File: src/rtl/bus_dev_fifo.sv
// First-word-fall-through FIFO between a device (push side) and the bus driver (pop side).
// Head data, pndng and full are decoded from registered state only; overflow and underflow are sticky.
module bus_dev_fifo #(
    parameter int unsigned width = 16,
    parameter int unsigned depth = 8
) (
    input  logic                   clk,
    input  logic                   reset,
    input  logic                   push,
    input  logic [width-1:0]       D_push,
    output logic                   full,
    input  logic                   pop,
    output logic [width-1:0]       D_pop,
    output logic                   pndng,
    output logic [$clog2(depth):0] count,
    output logic                   overflow,
    output logic                   underflow
);

    localparam int unsigned aw = $clog2(depth);
    localparam int unsigned cw = aw + 1;

    logic [width-1:0] mem [depth];
    logic [aw-1:0]    wr_ptr;
    logic [aw-1:0]    rd_ptr;
    logic             do_push;
    logic             do_pop;

    // When full, a concurrent pop frees the slot, so the push is still accepted.
    always_comb begin
        pndng   = (count != '0);
        full    = (count == cw'(depth));
        do_pop  = pop && pndng;
        do_push = push && (!full || do_pop);
        D_pop   = pndng ? mem[rd_ptr] : '0;
    end

    // Pointers, occupancy and sticky error flags.
    always_ff @(posedge clk) begin
        if (reset) begin
            wr_ptr    <= '0;
            rd_ptr    <= '0;
            count     <= '0;
            overflow  <= 1'b0;
            underflow <= 1'b0;
        end else begin
            if (do_push) wr_ptr <= wr_ptr + aw'(1);
            if (do_pop)  rd_ptr <= rd_ptr + aw'(1);
            count <= count + cw'(do_push) - cw'(do_pop);
            if (push && !do_push) overflow  <= 1'b1;
            if (pop && !pndng)    underflow <= 1'b1;
        end
    end

    // Storage is never cleared; stale entries are hidden behind the pointers.
    always_ff @(posedge clk) begin
        if (!reset && do_push) mem[wr_ptr] <= D_push;
    end

endmodule
File: config.mk
export PLATFORM = sky130hd
export DESIGN_NAME = bus_dev_fifo
export DESIGN_NICKNAME = d
export VERILOG_FILES = /design/src/rtl/bus_dev_fifo.sv
export SDC_FILE = /design/constraint.sdc
export NUM_CORES = 1
export LEC_CHECK = 0
export ABC_CLOCK_PERIOD_IN_PS = 3350
export BUFFER_PORTS_ARGS = -buffer_cell sky130_fd_sc_hd__clkbuf_2
export CAP_MARGIN = 15
export CORE_MARGIN = 1
export CORE_UTILIZATION = 53
export CTS_CLUSTER_SIZE = 12
export DETAILED_ROUTE_END_ITERATION = 7
export PLACE_DENSITY = 0.76
export SYNTH_ARGS = -nofsm -noshare
export SYNTH_HDL_FRONTEND = slang
export SYNTH_SLANG_ARGS = --single-unit
export TNS_END_PERCENT = 10
File: constraint.sdc
create_clock -name clk -period 3.35 [get_ports clk]
set_clock_uncertainty 0.05 [all_clocks]
set_input_delay 0.8375 -clock clk [delete_from_list [all_inputs] [get_ports clk]]
set_output_delay 0.8375 -clock clk [all_outputs]
set_load 0.005 [all_outputs]
* Yosys cells after proc, flatten, opt, wreduce, memory -nomap -nowiden *
Memory sizes are Yosys's and may differ from the RTL's. A register that Yosys moved wholly into a read port is not among the register bits.
Index checks and enable logic that the tools add are counted.

operators by class
  mux-type cells = 5
  equality and inequality tests = 1
  reduce and logical (&&, ||, !) cells = 11
  add/subtract/negate cells = 4

operators with widths
  operator               count
  $mux W16               1
  $add A3 B1 Y3 const B  2
  $mux W3                2
  $logic_and A1 B1 Y1    5
  $add A4 B1 Y4          1
  $eq A4 B4 Y1 const B   1
  $logic_not A1 Y1       4
  $reduce_bool A4 Y1     1
  $sub A4 B1 Y4          1
  $mux W1                2
  $logic_or A1 B1 Y1     1

storage, ports and cells
  register bits = 12
  memory bits (writable) = 128
  word-level logic and storage cells = 27
  input port bits = 20
  memories kept = 1
  output and inout bits = 24

memories
  name  words  width  read ports  clocked after Yosys merged registers in  write ports  RTL line  text
  mem   8      16     1           1                                        1            23        logic [width-1:0] mem [depth];

* Depth between registers and ports, before layout *
Gate-level depths: netlist (run 1).

  depth after elaboration = 7
  mapped depth = 11
  depth with buffers taken out = 10

* Least setup slack after synthesis (run 1) *
OpenSTA, ideal clock, no wires.

  path kind = input port to flip-flop
  start point = input reset
  end point = memory mem[0][0] (enable)
  library setup time = 430 ps
  stages on the path = 3
  buffers on the path = 2
  setup slack = 13 ps
  data arrival time = 2857 ps
  path through = clkbuf_1 > buf_1 > nor4_1

on the way
  longest elaborated chain between the ends = 4

ends and longest elaborated chain
  element                        RTL line  text
  start: declaration             8         input logic reset,
  $logic_not A1 Y1               57        if (!reset && do_push) mem[wr_ptr] <= D_push;
  $logic_and A1 B1 Y1            57
  $mux W1                        57
  $mux W1 (not written as such)  57
  end: declaration               23

Every way passes these cells.

* Final worst setup path (run 1) *
  start point = register count[2]
  end point = output D_pop[13]

on the way
  longest elaborated chain between the ends = 2

ends and longest elaborated chain
  element                   RTL line  text
  start: declaration        15        output logic [$clog2(depth):0] count,
  start signal: assignment  49        count <= count + cw'(do_push) - cw'(do_pop);
  $reduce_bool A4 Y1        31        pndng = (count != '0);
  $mux W16                  35        D_pop = pndng ? mem[rd_ptr] : '0;
  end: declaration          13        output logic [width-1:0] D_pop,

Every way passes these cells.

==> flow_metrics.tcl, run 1 <==
set metrics [dict create \
    p_seq_share_pct 41.3 \
    finish.utilization_pct 65.29 \
    p_leak_nw 2.340 \
    cts_root_buffer "clkbuf_8" \
    setup_viol 0 \
    slowest_stage "nor3b_4" \
    period_share_pct 94.55 \
    wl_per_cell_microns 21.10 \
    critPathLaunchType "flop" \
    numCtsBuffers 17 \
    drv_slew 0 \
    grt_max_degree 33 \
    grt_usage_pct 20.44 \
    fillCellCount 690 \
    grt_pass1_vias 2785 \
    syn_inst 278 \
    num-nets-final 374 \
    worstPathMaxFanout 16 \
    dr.pass1.iters 4 \
    synth_ff_type "edfxtp_1" \
    h-tree-depth 4 \
    p_int_w 0.003882 \
    syn-cell-area_sq_mm 0.005605 \
    drt-initial-drc-count 255 \
    io_buffer_count 43 \
    finalWirelength_microns 10400 \
    routed_via_density 5.675 \
    cts_num_sinks 143 \
    p_sw_w 0.001272 \
    postSynthAreaPerCell_sq_um 20.16 \
    fin_tns_setup_ps 0 \
    diodes 0 \
    rows 37 \
    p_clk_share_pct 37.4 \
    ant_nets 0 \
    max_cap_violations 0 \
    path_cells "inv_1 > ha_1 > nor3b_4 > inv_2 > and2_1 > buf_4 > a22o_1 > clkbuf_2" \
    synth_nets 306 \
    ys_seq_area_share_pct 73.93 \
    crit_buf_inv 4 \
    grt_pass1_wl_microns 15750 \
    end_kind "output port" \
    crit_path_max_incr_delay_ps 340 \
    multiInputGateArea_sq_mm 0.001365 \
    post-dp-hpwl_microns 6197 \
    hold_viol 0 \
    place.gp.congestion 0.7597 \
    die_x_microns 104.8 \
    cts_tree "yes" \
    dieArea_sq_mm 0.01099 \
    comb_power_share_pct 21.4 \
    syn2layout_area_growth_pct 19.71 \
    slew_headroom_pct 65.96 \
    switching_share_pct 24.68 \
    max_freq_ghz 0.3157 \
    async_flop_share_pct 0 \
    worstPathRequired_ps 2460 \
    coreArea_sq_mm 0.01028 \
    clk_pin_slew_ps 60 \
    peakVddDrop_mv 0.4026 \
    ios 44 \
    synthDistinctLibCells 36 \
    hp-class "reg2reg" \
    synth-edff-count 128 \
    cp_data_arrival_time_ps 2280 \
    post_cts_resize_count 0 \
    fp.dieH_microns 104.8 \
    grt_setup_unrepaired "no" \
    drive_above_1_share_pct 38.38 \
    tightest_slew_ps 508.3 \
    clockBufferDepth 2 \
    drcViolationCount 0 \
    clock_latency_ps 500 \
    ys_ff_latch 143 \
    vias 2798 \
    grt_overflow 0 \
    cts_setup_buffers 0 \
    period_minus_slack_ps 3168 \
    crit_type "reg2out" \
    hold_buffers 0 \
    status "complete, no violations" \
    powerDensity_mw_per_mm2 768.1 \
    area.sequential_sq_mm 0.004145 \
    antenna_found_initial 0 \
    start_util_pct 54.54 \
    cp_top_family "buffers and inverters" \
    ys_warn_count 0 \
]
-- per-stage QoR --
step           hold slack, ps  setup slack [ps]  instances  instance area [sq um]  power (W)
2_1_floorplan           405.9             12.68        278                   5605   0.002877
6_report                425.8             182.4        493                   6710   0.005154
5_1_grt                 473.0             14.12        493                   6710   0.005365
3_5_place_dp            413.1             688.4        463                   6101   0.003278
4_1_cts                 435.6             127.0        493                   6710   0.005210
3_3_place_gp            395.7             716.1        463                   6101   0.003245
-- worst paths after layout --
check        startpoint         to  slack [ps]  cells past startpoint
max            count[2]  D_pop[13]         180                      8
min            overflow   overflow         430                      2
max reg2reg    count[2]   count[2]        1040                     10
min reg2reg    overflow   overflow         430                      2
-- sequential cells by signal, indices dropped and copies added, names as in the netlist, named ones only --
| register | cells |
|---|---|
| mem | 128 |
| overflow | 1 |
| count | 4 |
| rd_ptr | 3 |
| underflow | 1 |
| wr_ptr | 3 |
-- cell usage after synthesis (2+ instances only) --
cell type	number	share of area, %
a21oi_1	5	0.45
a22o_1	16	2.5
buf_1	4	0.27
buf_6	5	1.0
clkbuf_1	2	0.13
dfxtp_1	15	5.4
edfxtp_1	128	69
ha_1	7	1.6
inv_1	9	0.60
mux2_2	2	0.40
mux4_2	32	13
nand2b_1	4	0.45
nand3_1	3	0.27
nor2_1	10	0.67
nor2b_1	4	0.45
nor3_1	4	0.36
nor4_1	2	0.22
o211ai_1	2	0.27
o21ai_0	5	0.45
or3_1	3	0.33
-- final cells by class --
cell class	instances	share of cell area, %
clock buffers	17	6.172
repair buffers	62	5.706
multi-input cells	112	20.34
well taps	136	2.536
clock inverters	13	2.909
inverters	10	0.5594
flip-flops and latches	143	61.78
-- worst reg2reg max path: stages, from the launching register on --
cell	delay (ps)
dfxtp_1	330
inv_1	80
ha_1	220
nor3b_4	180
or3_1	370
o21ai_0	100
ha_1	190
inv_1	50
fa_1	400
xor2_1	180
nor2_1	50
-- layer usage --
| metal | part of all wire [%] | global-route usage (%) | vias up |
|---|---|---|---|
| met3 | 4.9 | 5.178 | 10 |
| li1 | - | - | 1272 |
| met1 | 42 | 26.30 | 1429 |
| met4 | 1.3 | 8.149 | 0 |
| met5 | 0 | 0 | - |
| met2 | 52 | 33.59 | 87 |
-- placed cells by master (no fill, tap or decap), types with 2 or more instances in the layout --
cell       netlist  final
a21oi_1          5      5
a22o_1          16     16
buf_12           0      2
buf_4            1     17
bufinv_16        0      5
clkbuf_16        0     16
clkbuf_2         0     43
clkinv_2         0      5
dfxtp_1         15     14
edfxtp_1       128    128
ha_1             7      7
inv_1            9      9
mux2_2           2      2
mux4_2          32     32
nand2b_1         4      4
nand3_1          3      3
nor2_1          10     10
nor2b_1          4      4
nor3_2           0      4
nor4_2           0      2
o211ai_1         2      2
o21ai_0          5      5
or3_1            3      3
-- cells by family (layout without fill, tap and decap cells) --
kind of cell	Yosys count	count (layout)	synth area share, %
adder cells (fa/ha/maj)	8	8	1.920
AND/OR/NAND/NOR	35	35	3.638
flip-flops	143	143	73.93
multiplexers	36	36	13.71
buffers and inverters	23	102	2.299
XOR/XNOR	1	1	0.1563
AO/OA/AOI/OAI	32	32	4.352
-- power groups by stage --
stage	clock network, W	registers [W]	logic, W
6_report	0.00193	0.00213	0.00110
5_1_grt	0.00202	0.00214	0.00120
4_1_cts	0.00195	0.00213	0.00113
3_5_place_dp	0	0.00216	0.00111
3_3_place_gp	0	0.00216	0.00109
2_1_floorplan	0	0.00213	0.000749
(Power assumes the default switching activity.)
==> run 2, diff against run 1 <==
SETUP_SLACK_MARGIN = 0.4   (was not set)
==> flow_metrics.tcl, run 2 (synthesized netlist as in run 1, its figures left out) <==
set metrics [dict create \
    crit_type "reg2out" \
    grt_pass1_vias 2844 \
    fin_tns_setup_ps 0 \
    r2r.worst_path.cells 10 \
    min_from "overflow" \
    tightest_slew_ps 510.7 \
    drcViolationCount 0 \
    finalWorstSetupSlack_ps 458.9 \
    critPathLaunchType "flop" \
    crit_path_max_incr_delay_ps 510 \
    worstPathMaxFanout 6 \
    max_freq_ghz 0.3459 \
    cts_num_sinks 143 \
    slowest_stage "mux4_2" \
    grt_pass1_wl_microns 16240 \
    ios 44 \
    peakVddDrop_mv 0.5358 \
    drv_slew 0 \
    hold_buffers 0 \
    period_minus_slack_ps 2891 \
    grt_usage_pct 21.17 \
    syn2layout_area_growth_pct 22.39 \
    hold_path_depth 2 \
    largest_register_ffs 128 \
    reg2reg_from "count[2]" \
    status "complete, no violations" \
    vias 2870 \
    clock_latency_ps 500 \
    dp_slack_ps 688.4 \
    antenna_found_initial 0 \
    num-nets-final 384 \
    grt_max_degree 33 \
    fp.dieH_microns 104.8 \
    cts_tree "yes" \
    max_cap_violations 0 \
    period_share_pct 86.30 \
    rows 37 \
    final_common_cell "edfxtp_1" \
    finish.utilization_pct 66.75 \
    clockBufferDepth 2 \
    dr.pass1.iters 4 \
    coreArea_sq_mm 0.01028 \
    worstPathRequired_ps 2460 \
    clk_pin_slew_ps 60 \
    reg_top3 "mem: 128 flops, count: 4 flops" \
    grt_overflow 0 \
    finalWirelength_microns 11120 \
    end_kind "output port" \
    dieArea_sq_mm 0.01099 \
    routed_via_density 5.706 \
    final_cell_mix "edfxtp_1, clkbuf_2, mux4_2" \
    io_buffer_count 43 \
    place.gp.congestion 0.7597 \
    drt-initial-drc-count 278 \
    slew_headroom_pct 65.80 \
    ant_nets 0 \
    r2r_setup_slack_ps 1000 \
    setup_viol 0 \
    cp_data_arrival_time_ps 2000 \
    die_x_microns 104.8 \
    grt_setup_unrepaired "yes" \
    min_to "overflow" \
    post-dp-hpwl_microns 6197 \
    top_register "mem" \
    hold_viol 0 \
    hp-class "reg2reg" \
    total_power_w 0.005363 \
    hold_ws_ps 427.3 \
    diodes 0 \
    drive_above_1_share_pct 41.96 \
    reg2reg_to "count[3]" \
    h-tree-depth 4 \
    p_leak_nw 2.407 \
    wl_per_cell_microns 22.10 \
    path_cells "clkbuf_4 > mux4_2 > a22o_1 > clkbuf_2" \
    start_util_pct 54.54 \
    powerDensity_mw_per_mm2 781.7 \
    cts_root_buffer "clkbuf_8" \
    numCtsBuffers 17 \
]
==> run 2: changes by cell type in the layout (fill, tap and decap cells not counted), moves of 2 or more <==
cell,change
inv_1,-2
buf_4,+4
dfxtp_1,-2
buf_6,+2
==> run 2: what timing repair did <==
action / in CTS / in global routing
pin swaps: 1 / 3
setup buffers: 5 / 3
gates cloned: 1 / 1
endpoints found under the setup margin: 16 / 16
gates resized for setup: 11 / 9
==> run 2: metrics by stage <==
stage / area [sq um] / cells
after floorplan: 5605 / 278
after global placement: 6101 / 463
after global routing: 6860 / 503
after CTS: 6784 / 499
final: 6860 / 503
after detailed placement: 6101 / 463
==> run 2: area by class of cell <==
class,instances,area (sq um)
clock buffer,17,414.1
clock inverter,13,195.2
fill,668,3417
inverter,10,40.04
multi-input combinational,112,1388
sequential,143,4150
tap,136,170.2
timing repair buffer,72,503.0
==> run 2: worst max-delay path, delay by kind of cell, from the launching register on <==
kind                   cells  cell delay, ps
multiplexers               1             510
flip-flops                 1             420
buffers and inverters      2             330
AO/OA/AOI/OAI              1             240
==> run 2: how the worst max path moves through the flow <==
| stage | end | start | slack, ps | cells past startpoint |
|---|---|---|---|---|
| global route | D_pop[13] | count[2] | 370 | 8 |
| finish | D_pop[5] | flop | 460 | 4 |
| CTS | D_pop[13] | count[2] | 400 | 8 |
| detailed placement | D_pop[13] | count[2] | 690 | 8 |
| floorplan | mem[0][0] | reset | 10 | 3 |
| global placement | D_pop[13] | count[2] | 720 | 8 |
==> run 2: where the power goes <==
group	internal [W]	leakage [nW]	switching [W]	total, W
Combinational	0.000693	0.827	0.000615	0.00131
Sequential	0.00205	1.28	0.0000748	0.00212
Clock	0.00127	0.301	0.000667	0.00193
Total	0.00401	2.41	0.00136	0.00536
==> run 2: routing by layer <==
layer / GRT usage (%) / wire length, microns / up-vias
met4: 8.249 / 156 / 0
met2: 34.53 / 5684 / 100
met5: 0 / 0 / -
met3: 5.240 / 608 / 12
met1: 27.63 / 4666 / 1466
li1: - / - / 1292
==> run 3, diff against run 2 <==
ABC_AREA = 1   (was not set)
CORE_UTILIZATION = 54   (was 53)
==> flow_metrics.tcl, run 3 <==
set metrics [dict create \
    status "complete, no violations" \
    total_power_w 0.005457 \
    syn2layout_area_growth_pct 16.99 \
    async_flop_share_pct 0 \
    cts_num_sinks 143 \
    routed_via_density 5.118 \
    min_from "overflow" \
    yosysMostFrequentCell "nor2_1" \
    crit_type "reg2out" \
    start_util_pct 55.86 \
    drv_slew 0 \
    grt_max_degree 47 \
    die_x_microns 108.1 \
    clockBufferDepth 2 \
    reg2reg_to "count[2]" \
    synth-adder-area-share_pct 1.769 \
    cts_tree "yes" \
    ys_warn_count 0 \
    grt_pass1_wl_microns 19460 \
    postSynthAreaPerCell_sq_um 10.29 \
    finish.utilization_pct 65.35 \
    dr.pass1.iters 4 \
    synth_common_cells "nor2_1, edfxtp_1, nand2_1" \
    cp_data_arrival_time_ps 1970 \
    syn-cell-area_sq_mm 0.006082 \
    synth_compound_area_share_pct 3.703 \
    reg2reg_from "count[2]" \
    synth-edff-count 128 \
    fillCellCount 788 \
    grt_pass1_vias 3919 \
    max_cap_violations 0 \
    synth_nets 619 \
    hp-class "reg2reg" \
    post-dp-hpwl_microns 7048 \
    top_register "mem" \
    hold_ws_ps 402.1 \
    synth-simple-area-share_pct 20.92 \
    worstPathRequired_ps 2460 \
    drive_above_1_share_pct 15.23 \
    r2r.worst_path.cells 12 \
    wl_per_cell_microns 15.51 \
    synth_top_area_cell "edfxtp_1" \
    synth.area.top_cells "edfxtp_1, nor2_1, nand2_1, dfxtp_1, inv_1" \
    ys_seq_area_share_pct 68.13 \
    end_kind "output port" \
    p_leak_nw 2.901 \
    clk_pin_slew_ps 60 \
    critPathLaunchType "flop" \
    grt_overflow 0 \
    syn_inst 591 \
    synth_ff_type "edfxtp_1" \
    yosysTopAreaCellShare_pct 63.20 \
    fin_tns_setup_ps 0 \
    min_to "overflow" \
    slew_headroom_pct 70.85 \
    numCtsBuffers 17 \
    rows 38 \
    finalWirelength_microns 12460 \
    antenna_found_initial 0 \
    io_buffer_count 43 \
    powerDensity_mw_per_mm2 766.8 \
    hold_viol 0 \
    grt_setup_unrepaired "no" \
    setup_viol 0 \
    fp.dieH_microns 108.1 \
    ios 44 \
    reg_top3 "mem: 128 flops, count: 4 flops" \
    worstPathMaxFanout 23 \
    synthMuxAreaShare_pct 0 \
    period_minus_slack_ps 2854 \
    drt-initial-drc-count 280 \
    ant_nets 0 \
    final_cell_mix "nor2_1, edfxtp_1, nand2_1" \
    synth_top_family_by_area "simple AND/OR/NAND/NOR gates" \
    ys_ff_latch 143 \
    hold_buffers 0 \
    vias 4110 \
    dieArea_sq_mm 0.01169 \
    synthDistinctLibCells 22 \
    clock_latency_ps 510 \
    coreArea_sq_mm 0.01089 \
    tightest_slew_ps 437.2 \
    num-nets-final 678 \
    cts_root_buffer "clkbuf_8" \
    peakVddDrop_mv 0.3117 \
    r2r_setup_slack_ps 930 \
    hold_path_depth 2 \
    final_common_cell "nor2_1" \
    diodes 0 \
    grt_usage_pct 22.76 \
    place.gp.congestion 0.7946 \
    max_freq_ghz 0.3503 \
    period_share_pct 85.20 \
    drcViolationCount 0 \
    largest_register_ffs 128 \
    synth_xor_area_share_pct 0.1440 \
    h-tree-depth 4 \
]
## run 3: changes by cell type in the layout (fill, tap and decap cells not counted), moves of 5 or more
cell / previous run / this run
a21oi_1: 5 / 10
a22o_1: 16 / 0
inv_1: 7 / 46
mux4_2: 32 / 0
nand2_1: 0 / 109
nand3_1: 3 / 22
nor2_1: 9 / 180
o21ai_0: 5 / 31
## run 3: timing repair
item	4_1_cts	5_1_grt
cloned	0	1
buffers inserted	2	3
endpoints found under the setup margin	15	7
gates resized for setup	8	3
## run 3: power by group
group	internal, W	total (W)	switching [W]	leakage [nW]
registers	0.00205	0.00214	0.0000849	1.28
logic	0.000606	0.00160	0.000990	1.36
clock network	0.00105	0.00173	0.000676	0.263
total	0.00371	0.00546	0.00175	2.90
## run 3: worst max path at each step
| stage | startpoint | endpoint | slack, ps | cells after the start |
|---|---|---|---|---|
| after floorplan | push | mem[0][0] | 930 | 3 |
| after global placement | flop | D_pop[1] | 830 | 8 |
| after detailed placement | flop | D_pop[0] | 750 | 8 |
| after CTS | flop | D_pop[0] | 400 | 6 |
| after global routing | flop | D_pop[4] | 410 | 8 |
| final | flop | D_pop[0] | 500 | 8 |
## run 3: critical path, cell delays in order (launching register included)
cell and delay [ps]:
dfxtp_4 420, buf_12 150, clkbuf_16 180, nand2_1 110, nand2_1 80, nand3_1 90, nand2_1 80, nor2_1 200
clkbuf_2 150
## run 3: metal layers
layer | vias up | global-route usage (%) | part of all wire, %
li1 | 2046 | - | -
met1 | 1917 | 29.92 | 42
met2 | 132 | 37.22 | 50
met3 | 15 | 4.702 | 6.5
met4 | 0 | 8.904 | 1.3
met5 | - | 0 | 0
## run 3: logic make-up (layout without fill, tap and decap cells)
family	Yosys count	count (layout)
compound gates	45	45
xor+xnor	1	1
fa+ha+maj	8	8
buf+inv	75	147
flops	143	143
simple gates	319	319
## run 3: cell type report
cell class                 count  area, sq um  area share [%]
clock buffer                  20        425.4           5.979
clock inverter                12        118.9           1.670
inverter                      49        190.2           2.673
multi-input combinational    373         1614           22.68
sequential                   143         4149           58.31
tap                          140        175.2           2.462
timing repair buffer          66        442.9           6.225
## run 3: stage by stage
step / instance area [sq um] / setup slack, ps / cells
6_report: 7116 / 495.7 / 803
5_1_grt: 7116 / 410.4 / 803
4_1_cts: 7048 / 400.5 / 799
3_5_place_dp: 6461 / 754.2 / 765
3_3_place_gp: 6461 / 831.2 / 765
2_1_floorplan: 6082 / 931.5 / 591
